--- src/rtl/pri_event_encoder_pkg.sv ---
// Shared types and helpers for the priority event encoder.
// Optional input mask is enabled with PRI_EVENT_MASK_EN.
package pri_event_pkg;

  localparam int N_DEF = 8;

  function automatic int clog2_f(int n);
    int r;
    r = 0;
    while ((1 << r) < n) r++;
    return r;
  endfunction

  function automatic logic [63:0] onehot_f(int idx, int n);
    logic [63:0] v;
    v = '0;
    if (idx < n) v = 64'(1) << idx;
    return v;
  endfunction

endpackage

--- src/rtl/pri_event_encoder_if.sv ---
// Code/valid/ready handshake between encoder and consumer.
// Width W follows the encoder's line count.
interface pri_event_encoder_if
  import pri_event_pkg::*;
#(
  parameter int W = clog2_f(N_DEF)
);

  logic [W-1:0] code;
  logic         valid;
  logic         ready;

  modport master (
    output code,
    output valid,
    input  ready
  );

  modport slave (
    input  code,
    input  valid,
    output ready
  );

endinterface

--- src/rtl/pri_event_encoder_comb.sv ---
// Combinational highest-index-wins encoder.
// No state; feeds the output register of the top.
module pri_enc_comb
  import pri_event_pkg::*;
#(
  parameter  int N = N_DEF,
  localparam int W = clog2_f(N)
) (
  input  logic [N-1:0] in_i,
  output logic [W-1:0] idx_o,
  output logic         any_o
);

  always_comb begin
    idx_o = '0;
    for (int i = 0; i < N; i++) begin
      if (in_i[i]) idx_o = W'(i);
    end
  end

  assign any_o = |in_i;

endmodule

--- src/rtl/pri_event_encoder.sv ---
// Edge-capturing priority event encoder with registered code output.
// Define PRI_EVENT_MASK_EN to add the mask input.
module pri_event_encoder
  import pri_event_pkg::*;
#(
  parameter  int N = N_DEF,
  localparam int W = clog2_f(N)
) (
  input  logic         clk,
  input  logic         rst_n,
  input  logic         en,
  input  logic [N-1:0] req,
  output logic [N-1:0] pend,
  output logic         ovf,
  input  logic         ovf_clr,
`ifdef PRI_EVENT_MASK_EN
  input  logic [N-1:0] mask,
`endif
  pri_event_encoder_if.master evt
);

  logic [N-1:0] req_q;
  logic [N-1:0] pend_q, pend_d;
  logic [W-1:0] code_q;
  logic         valid_q;
  logic         ovf_q, ovf_d;

  logic [N-1:0] rise;
  logic [N-1:0] pend_eff;
  logic [N-1:0] take;
  logic [N-1:0] oh;
  logic [W-1:0] idx;
  logic         any;
  logic         load;
  logic         ovf_set;

  assign rise = req & ~req_q;

`ifdef PRI_EVENT_MASK_EN
  assign pend_eff = pend_q & ~mask;
`else
  assign pend_eff = pend_q;
`endif

  pri_enc_comb #(.N(N)) u_enc (
    .in_i  (pend_eff),
    .idx_o (idx),
    .any_o (any)
  );

  assign load = (!valid_q || evt.ready) && any;
  assign oh   = N'(onehot_f(int'(idx), N));
  assign take = load ? oh : '0;

  // A fresh rise on the line being taken survives as a new event.
  assign pend_d  = (pend_q & ~take) | (en ? rise : '0);
  assign ovf_set = en && |(rise & pend_q & ~take);
  assign ovf_d   = ovf_set ? 1'b1 : (ovf_clr ? 1'b0 : ovf_q);

  always_ff @(posedge clk or negedge rst_n) begin
    if (!rst_n) begin
      req_q   <= '0;
      pend_q  <= '0;
      code_q  <= '0;
      valid_q <= 1'b0;
      ovf_q   <= 1'b0;
    end else begin
      req_q  <= req;
      pend_q <= pend_d;
      ovf_q  <= ovf_d;
      if (!valid_q || evt.ready) begin
        if (any) begin
          code_q  <= idx;
          valid_q <= 1'b1;
        end else begin
          valid_q <= 1'b0;
        end
      end
    end
  end

  assign evt.code  = code_q;
  assign evt.valid = valid_q;
  assign pend      = pend_q;
  assign ovf       = ovf_q;

endmodule

--- src/flat_wrapper.sv ---
// flat-port wrapper written by rule: the top's interface ports become plain ports
module pri_event_encoder_flat import pri_event_pkg::*;
#(
  parameter  int N = N_DEF,
  localparam int W = clog2_f(N)
)
  (clk, rst_n, en, req, pend, ovf, ovf_clr, evt_code, evt_valid, evt_ready);
  pri_event_encoder_if #(.W((3))) evt_i ();
  input  logic clk;
  input  logic rst_n;
  input  logic en;
  input  logic [N-1:0] req;
  output logic [N-1:0] pend;
  output logic ovf;
  input  logic ovf_clr;
  output wire logic [$bits(evt_i.code)-1:0] evt_code;
  output wire logic [$bits(evt_i.valid)-1:0] evt_valid;
  input wire logic [$bits(evt_i.ready)-1:0] evt_ready;
  assign evt_code = evt_i.code;
  assign evt_valid = evt_i.valid;
  assign evt_i.ready = evt_ready;
  pri_event_encoder #(.N(N)) u_core (.clk(clk), .rst_n(rst_n), .en(en), .req(req), .pend(pend), .ovf(ovf), .ovf_clr(ovf_clr), .evt(evt_i));
endmodule
--- config.mk ---
export PLATFORM = sky130hd
export DESIGN_NAME = pri_event_encoder_flat
export DESIGN_NICKNAME = d
export VERILOG_FILES = /design/src/rtl/pri_event_encoder_pkg.sv /design/src/rtl/pri_event_encoder_if.sv /design/src/rtl/pri_event_encoder_comb.sv /design/src/rtl/pri_event_encoder.sv /design/src/flat_wrapper.sv
export SDC_FILE = /design/constraint.sdc
export NUM_CORES = 1
export LEC_CHECK = 0
export ABC_AREA = 1
export CORE_UTILIZATION = 47
export CTS_CLUSTER_DIAMETER = 200
export DETAILED_ROUTE_END_ITERATION = 16
export HOLD_SLACK_MARGIN = 0.12
export PLACE_DENSITY = 0.77
export SLEW_MARGIN = 20
export SYNTH_ARGS = -nofsm -noshare
export SYNTH_HDL_FRONTEND = slang
export SYNTH_HIERARCHICAL = 1
export SYNTH_SLANG_ARGS = --single-unit
--- constraint.sdc ---
create_clock -name clk -period 2 [get_ports clk]
set_clock_uncertainty 0.2 [all_clocks]
set_input_delay 0.5 -clock clk [delete_from_list [all_inputs] [get_ports clk]]
set_output_delay 0.5 -clock clk [all_outputs]
set_load 0.01 [all_outputs]
# Word-level counts from Yosys, hierarchy flattened
# Index checks and enable logic that the tools add are counted.
dict set report op_classes {
  n_reduce_logical 8
  bitwise_logic 7
  shift 1
  n_mux 12
}
# cell count
set ops {}
lappend ops {{8-bit bitwise AND} 4}
lappend ops {{3-bit two-way mux} 6}
lappend ops {{8-bit two-way mux} 2}
lappend ops {{8-bit NOT} 2}
lappend ops {{8-bit OR reduction} 2}
lappend ops {{8-bit bitwise OR} 1}
lappend ops {{1-bit by 3-bit << shifter with 8-bit output, first input constant} 1}
lappend ops {{1-bit two-way mux} 4}
lappend ops {{1-bit logical AND} 2}
lappend ops {{2-bit AND reduction} 1}
lappend ops {{2-bit nonzero test} 1}
lappend ops {{1-bit zero test} 1}
lappend ops {{1-bit logical OR} 1}
dict set report word_totals {
  elab_cells 33
  input_bits 13
  ff_bits 21
  output_inout_bits 13
}

# Depth between registers and ports, before layout
# Gate-level depths: netlist of the first run.
dict set report logic_depth {
  ltp_word 14
  mapped_depth 17
  depth_no_buf 17
}

# By module
# Netlist of the first run, hierarchy kept.
# mod area_per_inst_um2 cells_each n_inst seq_area_each_um2
set by_module_without_submodules {}
lappend by_module_without_submodules {pri_event_encoder 925.9 106 1 525.5}
lappend by_module_without_submodules {pri_enc_comb 77.6 20 1 0.0}

# Worst setup path before layout of the first run
# Ideal clock, no wire load.
dict set report synth_path {
  path_kind {register to register}
  startpoint {register u_core.pend_q[2], in the netlist u_core/pend[2]}
  endpoint {register u_core.ovf_q, in the netlist u_core/ovf}
  path_buffers 0
  setup_ps 116
  slack_ps 314
  stages_incl_launch_ff 17
  arrival_ps 1369
  synth_period_minus_slack_ps 1686
  t_required_ps 1684
  path_cell_list {dfrtp_1 -> inv_1 -> nand2_1 -> nand2_1 -> nand2_1 -> nand2_1 -> nand2_1 -> nand2_1 -> inv_2 -> nor3_1 -> nand2_1 -> nand2_1 -> nand2_1 -> nor2_1 -> nand2_1 -> nand2_1 -> nand2_1}
}
dict set report synth_via {
  elab_chain_cells 13
  elab_cells_between_ends 17
  classes_between {shift: 1; mux: 8; bitwise: 3; reduce/logical: 5}
}
# item line_no
set synth_lines {}
lappend synth_lines {{start: declaration} pri_event_encoder.sv:23} ;# logic [N-1:0] pend_q, pend_d;
lappend synth_lines {{start signal: assignment} pri_event_encoder.sv:69} ;# pend_q <= pend_d;
lappend synth_lines {{3-bit two-way mux * (6 in series)} pri_event_encoder_comb.sv:17} ;# if (in_i[i]) idx_o = W'(i);
lappend synth_lines {{net u_core.idx[0]} pri_event_encoder.sv:32} ;# logic [W-1:0] idx;
lappend synth_lines {{1-bit by 3-bit << shifter with 8-bit output *} pri_event_encoder_pkg.sv:17} ;# if (idx < n) v = 64'(1) << idx;
lappend synth_lines {{8-bit two-way mux *} pri_event_encoder.sv:53} ;# assign take = load ? oh : '0;
lappend synth_lines {{8-bit NOT *} pri_event_encoder.sv:57} ;# assign ovf_set = en && |(rise & pend_q & ~take);
lappend synth_lines {{8-bit bitwise AND *} pri_event_encoder.sv:57}
lappend synth_lines {{8-bit OR reduction *} pri_event_encoder.sv:57}
lappend synth_lines {{1-bit logical AND *} pri_event_encoder.sv:57}
lappend synth_lines {{1-bit two-way mux / 2-bit nonzero test (equally long branches)} --}
lappend synth_lines {{end signal: assignment} pri_event_encoder.sv:70} ;# ovf_q <= ovf_d;
lappend synth_lines {{end: declaration} pri_event_encoder.sv:26} ;# logic ovf_q, ovf_d;
# Mark *: on every way through the listed nets, which the timed path passes. The rest lies on a longest branch.
# A chain may end at the register's enable or synchronous reset.

# Worst setup path after layout of the first run
dict set report layout_path {
  startpoint {register u_core.valid_q, in the netlist u_core/evt.valid}
  endpoint {output port evt_valid}
}
# item line_no
set layout_lines {}
lappend layout_lines {{start: declaration} pri_event_encoder.sv:25} ;# logic valid_q;
lappend layout_lines {{start signal: assignment} pri_event_encoder.sv:65} ;# valid_q <= 1'b0;
lappend layout_lines {{start signal: assignment} pri_event_encoder.sv:74} ;# valid_q <= 1'b1;
lappend layout_lines {{start signal: assignment} pri_event_encoder.sv:76} ;# valid_q <= 1'b0;
lappend layout_lines {{end: declaration} flat_wrapper.sv:17} ;# output wire logic [$bits(evt_i.valid)-1:0] evt_valid;
# No word-level cell between the ends.

==> results of run 1 <==
-- sequential cells by signal, summed over array words and instances, names as in the netlist --
register / cells
u_core/req_q: 8
u_core/evt.code: 3
u_core/evt.valid: 1
u_core/ovf: 1
u_core/pend: 8
-- report_power, final --
group          switching (mW)  internal [mW]  leakage (nW)
combinational           0.337          0.309         0.455
clock                   0.115         0.0774        0.0150
sequential             0.0638          0.512         0.230
-- Yosys cell counts, drive strengths merged --
cell	instances	area, µm²
o21ai	8	40.04
inv	21	78.82
nor3b	5	37.54
buf	1	5.000
nor3	2	10.01
o31ai	5	37.54
nand3	11	55.05
a21oi	1	8.760
dfrtp	21	525.5
o21bai	3	22.52
nand2	41	156.4
nor2	7	26.28
-- repair_timing --
item,4_1_cts,5_1_grt
setup buffers,1,3
pin swaps,0,1
gates resized for setup,0,6
endpoints found under the setup margin,1,6
-- kinds of logic (layout without fill, tap and decap cells) --
group	count (synthesis)	count (layout)	share of synthesized area (%)
flops	21	21	52.37
buf+inv	22	57	8.353
simple gates	66	66	28.43
compound gates	17	17	10.85
-- layout make-up --
| class | count | area, µm² |
|---|---|---|
| timing repair buffer | 32 | 305.3 |
| multi-input combinational | 83 | 401.6 |
| tap | 27 | 33.78 |
| clock buffer | 4 | 26.28 |
| fill | 165 | 610.6 |
| inverter | 21 | 78.83 |
| sequential | 21 | 525.5 |
-- metrics by stage --
| step | worst slack [ps] | setup TNS (ps) | std cells | total power, mW |
|---|---|---|---|---|
| floorplan | 314.2 | 0 | 126 | 0.9129 |
| global placement | 18.52 | 0 | 180 | 1.171 |
| detailed placement | -7.967 | -7.967 | 180 | 1.176 |
| CTS | 17.52 | 0 | 185 | 1.381 |
| global route | -81.09 | -85.34 | 188 | 1.532 |
| finish | 48.46 | 0 | 188 | 1.415 |
-- layout by cell type, fill, tap and decap left out, types with 2 or more instances in the layout --
master	count
nand2_1	38
o21ai_0	8
o31ai_1	5
nor2_1	6
dlymetal6s2s_1	2
nand2_2	3
buf_4	8
clkdlybuf4s50_1	22
clkbuf_4	3
nor3_1	2
o21bai_1	3
dfrtp_1	21
nor3b_1	5
inv_2	4
nand3_1	11
inv_1	17
-- worst max path at each step --
stage	from	end	slack, ps	cells after the start
4_1_cts	u_core/pend[7]	pend[7]	20	1
3_5_place_dp	evt_ready	u_core/ovf	-8	10
2_1_floorplan	u_core/pend[2]	u_core/ovf	310	16
5_1_grt	u_core/pend[1]	u_core/ovf	-80	17
6_report	u_core/evt.valid	evt_valid	50	1
3_3_place_gp	evt_ready	u_core/ovf	20	10
-- worst register-to-register path: cells and delay by family, from the launching register on --
| kind | cells | cell delay (ps) |
|---|---|---|
| and+or+nand+nor | 15 | 990 |
| DFF | 1 | 410 |
| buffers and inverters | 2 | 250 |
-- metal layers --
metal,GRT usage (%),vias to the layer above,share of wire [%]
li1,-,472,-
met1,23.83,412,49
met2,29.60,16,48
met3,2.222,2,2.8
met4,6.667,0,0.64
met5,0,-,0
==> results.yml, run 1 <==
yosys:
  ys_types: 14
  ys_warn_count: 6
  synth_area_mm2: 0.001003
  synth-seq-cells: 21
  syn_inst: 126
  syn_nets: 139
  ys_seq_area_share_pct: 52.37
  syn_avg_cell_area_um2: 7.964
cts:
  postCtsHoldBufs: 0
  cts_made_buffers: 3
  clk_latency_ps: 290
  clkSinkCount: 21
  htreeDepth: 1
  cts_tree: "built"
  clk_pin_slew_ps: 110
  cts_root_buf: "clkbuf_4"
  clk_path_buf_depth: 2
final_layout:
  area_delta_synth_final_pct: 36.66
  nNetsFinal: 175
  stdcell_area_mm2: 0.001371
  final_core_util_pct: 69.19
  n_antenna_cell: 0
  drive_gt1_share_pct: 12.42
timing:
  hold_viol_final: 0
  drv_slew: 0
  layout_min_cycle_time_ps: 1952
  rsz0062_at_grt: "yes"
  worstMarginPinSlew_ps: 265.2
  whs_ps: 262.9
  fmax_ghz: 0.5124
  min_period_over_period_pct: 97.58
  maxSlewHeadroom_pct: 82.32
  setup_viol: 0
power_and_ir_drop:
  peakVddDrop_mv: 0.5824
  powerDensity_mw_per_mm2: 1032
  leakage_nw: 0.6992
worst_setup_path:
  cp_max_fo: 3
  path_cells: "clkdlybuf4s50_1"
  crit_required_ps: 1300
  reg2reg_to: "u_core/ovf"
  ff2ff_setup_slack_ps: 70
  critPathBufInv: 1
  crit_type: "register to output pin"
  critPathCaptureType: "output pin"
  cp.arrival_ps: 1250
  r2r_cells: 17
  crit-reg2reg-launch: "u_core/pend[1]"
  cp_top_family: "buffers and inverters"
  cpPeakStageDelay_ps: 550
  slowest_stage: "clkdlybuf4s50_1"
  start_kind: "register"
place:
  place_congestion: 0.8198
  hpwl_um: 1471
  port_buffers: 25
  placement.cell_area_mm2: 0.001305
detailed_routing:
  drt_iter0_drc: 24
  drc_errors: 0
  post_drt_wl_per_cell_um: 10.79
  via_count: 902
  via_per_inst: 4.798
  drt.antenna.violating_nets: 0
  drt_wl_total_um: 2028
  dr.pass1.iters: 4
hold_path:
  whs_endpoint: "u_core/pend[4]"
  min_path_type: "register to register"
  hold_depth: 1
  worstHoldStart: "u_core/req_q[4]"
grt:
  antenna_found_initial: 0
  grt_pass1_vias: 713
  grt_use_total_pct: 17.87
  grt_max_degree: 22
  overflow: 0
  grt_pass1_wl_um: 2842
die:
  die_h_um: 48.21
  rows: 16
  io_pins: 26
  die-area_mm2: 0.002324
  core_area_mm2: 0.001982
  start_util_pct: 50.63
  die_x_um: 48.21
flow_run:
  max-cap-violations: 0
outcome:
  outcome: "complete, no violations"
Power figures use the tool's default switching activity.
==> run 2, diff against run 1 <==
- REMOVE_ABC_BUFFERS: default -> 1
==> results.yml, run 2 (synthesized netlist as in run 1, its figures left out) <==
outcome:
  outcome: "complete, no violations"
detailed_routing:
  via_count: 977
  dr.pass1.iters: 4
  post_drt_wl_per_cell_um: 12.25
  drt_wl_total_um: 2364
  drt_iter0_drc: 18
  drt.antenna.violating_nets: 0
  drc_errors: 0
  via_per_inst: 5.062
final_layout:
  area_delta_synth_final_pct: 41.90
  nNetsFinal: 180
  fillers: 146
  n_antenna_cell: 0
  final_cell_mix: "nand2_1 (38), dfrtp_1 (21), clkdlybuf4s50_1 (18)"
  stdcell_area_mm2: 0.001424
  layout_commonest_cell: "nand2_1"
  drive_gt1_share_pct: 14.46
power_and_ir_drop:
  peakVddDrop_mv: 0.6209
  leakage_nw: 0.7400
  power.total_mw: 1.462
  powerDensity_mw_per_mm2: 1027
cts:
  cts_made_buffers: 3
  cts_root_buf: "clkbuf_4"
  clk_pin_slew_ps: 110
  clk_path_buf_depth: 2
  clk_latency_ps: 300
  htreeDepth: 1
  cts_tree: "built"
  clkSinkCount: 21
worst_setup_path:
  cp_max_fo: 5
  crit_top_cell: "nand2_1"
  cpPeakStageDelay_ps: 410
  start_kind: "register"
  cp_top_family: "simple AND/OR/NAND/NOR gates"
  crit_type: "register to register"
  cp.arrival_ps: 1960
  slowest_stage: "dfrtp_1"
  crit_required_ps: 2000
  path_cells: "buf_4, nand2_1, nand2_1, nand2_1, nand2_1, nand2_1, nand2_2, inv_2, nand2_2, nor2_2, nand2_1, nand2_1, nand2_1, nor2_1, nand2_1, nand2_1, nand2_1"
  critPathCaptureType: "register"
  critPathBufInv: 2
timing:
  setup_slack_ps: 37.08
  setup_viol: 0
  worstMarginPinSlew_ps: 273.4
  min_period_over_period_pct: 98.15
  maxSlewHeadroom_pct: 81.62
  rsz0062_at_grt: "yes"
  hold_viol_final: 0
  whs_ps: 273.5
  layout_min_cycle_time_ps: 1963
  fmax_ghz: 0.5094
  drv_slew: 0
die:
  core_area_mm2: 0.001982
  rows: 16
  die-area_mm2: 0.002324
  start_util_pct: 50.63
  die_h_um: 48.21
  io_pins: 26
  die_x_um: 48.21
place:
  place_congestion: 0.8177
  hpwl_um: 1531
  post-place-ws_ps: -5.417
  placement.cell_area_mm2: 0.001305
  port_buffers: 25
grt:
  antenna_found_initial: 0
  grt_max_degree: 22
  grt_use_total_pct: 20.46
  grt_pass1_wl_um: 3263
  overflow: 0
  grt_pass1_vias: 827
flow_run:
  max-cap-violations: 0
hold_path:
  min_path_type: "register to register"
[run 2: cell types whose count changed in the layout (fill, tap and decap cells not counted), sizes merged]
cell | before | now
clkdlybuf4s50 | 22 | 18
buf | 8 | 12
dlymetal6s2s | 2 | 7
[run 2: cell type report]
cell class / instances / area [µm²] / share of cell area, %
clock buffer: 4 / 26.28 / 1.845
multi-input combinational: 83 / 401.6 / 28.21
inverter: 21 / 78.83 / 5.536
sequential: 21 / 525.5 / 36.91
timing repair buffer: 37 / 357.8 / 25.13
tap: 27 / 33.78 / 2.373
[run 2: path summary, 6_finish.rpt]
| kind | from | endpoint | slack [ps] | depth (start not counted) |
|---|---|---|---|---|
| min reg2reg | u_core/req_q[1] | u_core/pend[1] | 270 | 1 |
| min | u_core/req_q[1] | u_core/pend[1] | 270 | 1 |
| max in group asynchronous | rst_n | u_core/pend[4] | 1050 | 2 |
| max | u_core/pend[1] | u_core/ovf | 40 | 17 |
| max reg2reg | u_core/pend[1] | u_core/ovf | 40 | 17 |
| min in group asynchronous | rst_n | u_core/evt.code[0] | 330 | 2 |
[run 2: where the power goes]
group          internal (mW)  total, mW  switching, mW
clock network         0.0776      0.199          0.122
registers              0.512      0.587         0.0746
logic                  0.325      0.676          0.351
[run 2: metal layers]
layer  wire length, µm  global-route usage (%)
met4                44                   8.889
met1              1019                   24.65
met3               119                   4.444
met2              1181                   34.93
met5                 0                       0
[run 2: what timing repair did]
item / CTS / global route
hold buffers: 0 / 0
setup buffers: 2 / 7
pin swaps: 0 / 2
endpoints found under the setup margin: 1 / 9
gates resized for setup: 0 / 10
[run 2: stage by stage]
step	TNS, ps	util (%)	cells
after floorplan	0	-	125
after global placement	0	65.85	180
after detailed placement	-5.417	65.85	180
after CTS	0	67.93	186
after global routing	-130.2	71.84	193
final	0	71.84	193
